===== src/rtl/adel_pkg.sv =====
// Shared types and default sizing for the adel boot controller.
package adel_pkg;

   localparam int DEPTH  = 64;
   localparam int INST_W = 16;
   localparam int PC_W   = 8;
   localparam int CNT_W  = 16;

   // Controller state; encoding is visible on the state output port.
   typedef enum logic [1:0] {
      ST_IDLE = 2'd0,
      ST_LOAD = 2'd1,
      ST_RUN  = 2'd2,
      ST_HALT = 2'd3
   } adel_state_t;

endpackage


===== src/rtl/adel_imem.sv =====
// Instruction memory: one synchronous write port, one asynchronous read
// port, contents deliberately not reset.
module adel_imem #(
   parameter int DEPTH  = 64,
   parameter int INST_W = 16
) (
   input  logic                     clk,
   input  logic                     i_we,
   input  logic [$clog2(DEPTH)-1:0] i_waddr,
   input  logic [INST_W-1:0]        i_wdata,
   input  logic [$clog2(DEPTH)-1:0] i_raddr,
   output logic [INST_W-1:0]        o_rdata
);

   logic [INST_W-1:0] r_mem [DEPTH];

   // Write port: a word lands on the rising edge, so a same-cycle read sees the old value.
   always_ff @(posedge clk) begin
      if (i_we) begin
         r_mem[i_waddr] <= i_wdata;
      end
   end

   assign o_rdata = r_mem[i_raddr];

endmodule


===== src/rtl/adel_boot_ctrl.sv =====
// Boot sequencer for the adel core: loads the instruction memory from a
// byte stream, then releases the core for a bounded number of cycles.
module adel_boot_ctrl #(
   parameter int DEPTH  = adel_pkg::DEPTH,
   parameter int INST_W = adel_pkg::INST_W,
   parameter int PC_W   = adel_pkg::PC_W,
   parameter int CNT_W  = adel_pkg::CNT_W
) (
   input  logic                   clk,
   input  logic                   nrst,
   input  logic                   start,
   input  logic                   ld_valid,
   output logic                   ld_ready,
   input  logic [7:0]             ld_data,
   input  logic                   ld_last,
   input  logic [CNT_W-1:0]       run_limit,
   input  logic                   halt_req,
   input  logic [PC_W-1:0]        pc,
   output logic [INST_W-1:0]      inst,
   output logic                   core_nrst,
   output logic [1:0]             state,
   output logic [$clog2(DEPTH):0] load_count,
   output logic [CNT_W-1:0]       cycle_count,
   output logic                   err
);

   import adel_pkg::*;

   localparam int          AW   = $clog2(DEPTH);
   localparam logic [AW:0] FULL = (AW+1)'(DEPTH);

   adel_state_t      r_state;
   logic             r_phase;        // 0: expecting low byte, 1: expecting high byte
   logic [7:0]       r_hold;
   logic [AW:0]      r_load_count;
   logic [CNT_W-1:0] r_cycle_count;
   logic [CNT_W-1:0] r_run_limit;
   logic             r_err;
   logic             r_core_nrst;

   logic              w_accept;
   logic              w_room;
   logic              w_we;
   logic [INST_W-1:0] w_wdata;
   logic [AW-1:0]     w_raddr;
   logic [INST_W-1:0] w_rdata;
   logic              w_limit_hit;
   logic              w_unused_pc;

   assign w_accept    = ld_valid & (r_state == ST_LOAD);
   assign w_room      = (r_load_count != FULL);
   // A word completes on a high byte, or on a trailing low byte marked last.
   assign w_we        = w_accept & (r_phase | ld_last) & w_room;
   assign w_wdata     = r_phase ? {ld_data, r_hold} : {8'h00, ld_data};
   assign w_raddr     = pc[AW-1:0];
   assign w_unused_pc = ^pc[PC_W-1:AW];
   assign w_limit_hit = (r_run_limit != {CNT_W{1'b0}}) &&
                        (r_cycle_count == (r_run_limit - CNT_W'(1)));

   adel_imem #(
      .DEPTH  (DEPTH),
      .INST_W (INST_W)
   ) u_imem (
      .clk     (clk),
      .i_we    (w_we),
      .i_waddr (r_load_count[AW-1:0]),
      .i_wdata (w_wdata),
      .i_raddr (w_raddr),
      .o_rdata (w_rdata)
   );

   // Sequencer FSM with byte assembly, load/cycle counters and core reset.
   always_ff @(posedge clk or negedge nrst) begin
      if (!nrst) begin
         r_state       <= ST_IDLE;
         r_phase       <= 1'b0;
         r_hold        <= 8'h00;
         r_load_count  <= '0;
         r_cycle_count <= '0;
         r_run_limit   <= '0;
         r_err         <= 1'b0;
         r_core_nrst   <= 1'b0;
      end else begin
         case (r_state)
            ST_IDLE, ST_HALT: begin
               if (start) begin
                  r_state      <= ST_LOAD;
                  r_load_count <= '0;
                  r_err        <= 1'b0;
                  r_phase      <= 1'b0;
               end
            end
            ST_LOAD: begin
               if (w_accept) begin
                  if (r_phase || ld_last) begin
                     if (w_room) begin
                        r_load_count <= r_load_count + (AW+1)'(1);
                     end else begin
                        r_err <= 1'b1;
                     end
                  end
                  if (!r_phase) begin
                     r_hold <= ld_data;
                  end
                  if (ld_last) begin
                     // Odd byte count: the half word was still written, flag it.
                     if (!r_phase) begin
                        r_err <= 1'b1;
                     end
                     r_phase       <= 1'b0;
                     r_state       <= ST_RUN;
                     r_core_nrst   <= 1'b1;
                     r_cycle_count <= '0;
                     r_run_limit   <= run_limit;
                  end else begin
                     r_phase <= ~r_phase;
                  end
               end
            end
            ST_RUN: begin
               if (r_cycle_count != {CNT_W{1'b1}}) begin
                  r_cycle_count <= r_cycle_count + CNT_W'(1);
               end
               if (halt_req || w_limit_hit) begin
                  r_state     <= ST_HALT;
                  r_core_nrst <= 1'b0;
               end
            end
            default: begin
               r_state     <= ST_IDLE;
               r_core_nrst <= 1'b0;
            end
         endcase
      end
   end

   assign ld_ready    = (r_state == ST_LOAD);
   assign core_nrst   = r_core_nrst;
   assign state       = r_state;
   assign load_count  = r_load_count;
   assign cycle_count = r_cycle_count;
   assign err         = r_err;
   // Words at or beyond the load count were not written by this program.
   assign inst        = ({1'b0, w_raddr} < r_load_count) ? w_rdata : {INST_W{1'b0}};

endmodule


===== config.mk =====
export PLATFORM = sky130hd
export DESIGN_NAME = adel_boot_ctrl
export DESIGN_NICKNAME = d
export VERILOG_FILES = /design/src/rtl/adel_pkg.sv /design/src/rtl/adel_imem.sv /design/src/rtl/adel_boot_ctrl.sv
export SDC_FILE = /design/constraint.sdc
export NUM_CORES = 1
export LEC_CHECK = 0
export BUFFER_PORTS_ARGS = -buffer_cell sky130_fd_sc_hd__buf_2
export CAP_MARGIN = 20
export CORE_AREA = 2 2 329 331
export DETAILED_ROUTE_END_ITERATION = 8
export DIE_AREA = 0 0 331 333
export PLACE_DENSITY = 0.64
export SETUP_SLACK_MARGIN = 0.2
export SYNTH_ARGS = -nofsm -noshare
export SYNTH_HDL_FRONTEND = slang
export SYNTH_SLANG_ARGS = --single-unit

===== constraint.sdc =====
create_clock -name clk -period 9.16 [get_ports clk]
set_input_delay 2.748 -clock clk [delete_from_list [all_inputs] [get_ports clk]]
set_output_delay 2.748 -clock clk [all_outputs]
set_load 0.01 [all_outputs]

==> results_dict.tcl <==
set metrics [dict create \
    final_nets 2121 \
    tns_ps 0 \
    worstMarginPinSlew_ps 1070 \
    cts_tree "built" \
    synth_cell_types 56 \
    syn-num-nets 1920 \
    cap_violations 0 \
    synth_top_cell_area_share_pct 72.7 \
    antenna_found_initial 7 \
    design_area_sq_um 48800 \
    io_buffer_count 79 \
    hold_class "flip-flop to flip-flop" \
    grt_usage_pct 17.6 \
    seq_area_sq_um 32100 \
    worstSetupStartpointType "primary input" \
    synth.most_common_cell "edfxtp_1" \
    syn2layout_area_growth_pct 15.5 \
    ys.flop_type "edfxtp_1" \
    clockBufferDepth 3 \
    drt_first_iter_violations 2226 \
    fin_crit_sh_pct 92.8 \
    ir_worst_vdd_mv 0.172 \
    viasPerCell 5.55 \
    cts_buffers 107 \
    yosys_warnings 0 \
    path_clk_slew_ps 50 \
    worst-setup-path-type "primary input to output port" \
    dp_hpwl_um 58300 \
    grt_pass1_vias 20353 \
    cp.required_ps 6410 \
    syn_avg_cell_area_sq_um 22.6 \
    internal_power_uw 8830 \
    yosys-top-cells-count "edfxtp_1 (1024), mux4_2 (336), nor2_1 (89), dfrtp_1 (52), clkbuf_1 (50)" \
    cp_top_family "multiplexers" \
    slew_violations 0 \
    p_switching_uw 2820 \
    grt_pass1_wl_um 141000 \
    num_vias 19799 \
    first_pass_iters 5 \
    die_h_um 333 \
    yosys-top-cells-area "edfxtp_1 (73%), mux4_2 (18%), dfrtp_1 (3.1%), mux2_2 (0.88%), nor2_1 (0.79%)" \
    worst_ep_arrival_time_ps 5750 \
    multiInputGateArea_sq_um 9830 \
    wirelength_met1_um 39400 \
    finalNonFillerCells 3568 \
    whs_ps 503 \
    grt_max_degree 65 \
    cts_setup_buffers 0 \
    cp_num_buf_inv 3 \
    seq_area_frac_synth_pct 75.8 \
    cts_root_buffer "clkbuf_16" \
    crit_slowest_cell "mux4_2" \
    combPwrFrac_pct 11.2 \
    fin_crit_ps 8500 \
    met2WireLength_um 46300 \
    relSlewSlack_pct 28.2 \
    met3_length_um 8150 \
    critPathCaptureType "output port" \
    die-area_sq_um 110000 \
    dp_cells 3355 \
    setup_viol 0 \
    rsz0062_at_grt "false" \
    clk_latency_ps 700 \
    final_antenna_net_count 0 \
    htreeDepth 3 \
    async_flop_share_pct 4.83 \
    power.density_nw_per_um2 238 \
    run_status "finished, final reports clean" \
    finalWeightedCongestion 0.816 \
    pwr-share-clk_pct 38.2 \
    core-area_sq_um 107000 \
    routed.top_layer "met5" \
    drc 0 \
    ios 82 \
    place_area_sq_um 45000 \
    path_cells "buf_8 -> buf_4 -> mux4_2 -> mux4_2 -> mux4_2 -> nor2b_1 -> buf_2" \
    max_stage_delay_ps 580 \
    path_common_cell "mux4_2" \
    hold_violations 0 \
    netSwitchingFraction_pct 24.2 \
    die_x_um 331 \
    drt-total-wl_um 96000 \
    overflow 0 \
    wl_per_cell_um 26.9 \
    yosys.area.top_type "edfxtp_1" \
    max_freq_ghz 0.118 \
    ys_ff_latch 1076 \
    drive_above_1_share_pct 34.1 \
    cp_max_fo 41 \
    rows 120 \
    cts_resized 0 \
    start_util_pct 39.7 \
    synth_cells 1870 \
    clkSinkCount 1076 \
    synth_area_sq_um 42300 \
    p_seq_share_pct 50.6 \
    clock_skew_ps 38.8 \
    leakagePower_uw 0.0157 \
    synth_edf_count 1024 \
    cts_hold_buf 0 \
    fillers 8694 \
]
==> flip-flops by register name, indices dropped and copies added, names as in the netlist <==
name,flops
err,1
load_count,7
core_nrst,1
r_run_limit,16
state,2
r_phase,1
cycle_count,16
r_hold,8
u_imem.r_mem,1024
==> per-layer routing <==
metal,vias to the layer above,global-route usage [%]
li1,8317,-
met1,10582,24.2
met2,759,27.9
met3,139,4.87
met4,2,4.41
met5,-,0
==> stage by stage <==
stage	worst slack [ps]	utilization, %	power [uW]
after CTS	663	45.6	11700
after floorplan	1370	-	6740
after global routing	559	45.8	12100
final	659	45.8	11600
after global placement	688	42.2	7180
after detailed placement	670	42.2	7260
==> placed cells by master, fill, tap and decap left out, types with 18 or more instances in the layout <==
cell / n
buf_4: 82
buf_12: 21
xnor2_1: 19
clkbuf_16: 107
edfxtp_1: 1024
clkinv_1: 23
buf_2: 76
mux2_2: 33
clkinv_2: 22
nor2b_1: 18
nand2_1: 34
nand3_1: 21
clkbuf_1: 19
nor2_1: 85
mux4_2: 336
dfrtp_1: 52
==> final cells by class <==
class	instances	share of cell area, %
antenna	2	0.0102
multi-input combinational	686	20.1
clock inverter	75	1.77
inverter	16	0.123
tap	1403	3.59
clock buffer	126	5.63
sequential	1076	65.6
timing repair buffer	184	3.13
==> path summary, 6_finish.rpt <==
| check | to | slack [ps] | startpoint | depth (start not counted) |
|---|---|---|---|---|
| min in group asynchronous | r_run_limit[3] | 2230 | nrst | 2 |
| hold reg to reg | r_hold[1] | 500 | r_hold[1] | 1 |
| hold / removal | r_hold[1] | 500 | r_hold[1] | 1 |
| max in group asynchronous | r_phase | 6440 | nrst | 2 |
| setup / recovery | inst[15] | 660 | pc[0] | 7 |
| setup reg to reg | u_imem.r_mem[14][11] | 5340 | load_count[4] | 8 |
==> power groups by stage <==
stage          Combinational (uW)  Clock (uW)  Sequential, uW
3_5_place_dp                 1250           0            6010
3_3_place_gp                 1190           0            5990
5_1_grt                      1410        4740            5910
2_1_floorplan                 778           0            5970
4_1_cts                      1250        4540            5900
6_report                     1300        4450            5900
==> kinds of logic (layout without fill, tap and decap cells) <==
group	after synthesis	after routing	share of synthesized area, %
AO/OA/AOI/OAI	49	49	0.819
XOR/XNOR	29	29	0.600
adder cells (fa/ha/maj)	12	12	0.355
buffers and inverters	108	401	1.06
flip-flops	1076	1076	75.8
multiplexers	372	372	18.8
other	0	2	0
AND/OR/NAND/NOR	224	224	2.56
Note: power is estimated with default switching activity, not from simulation.
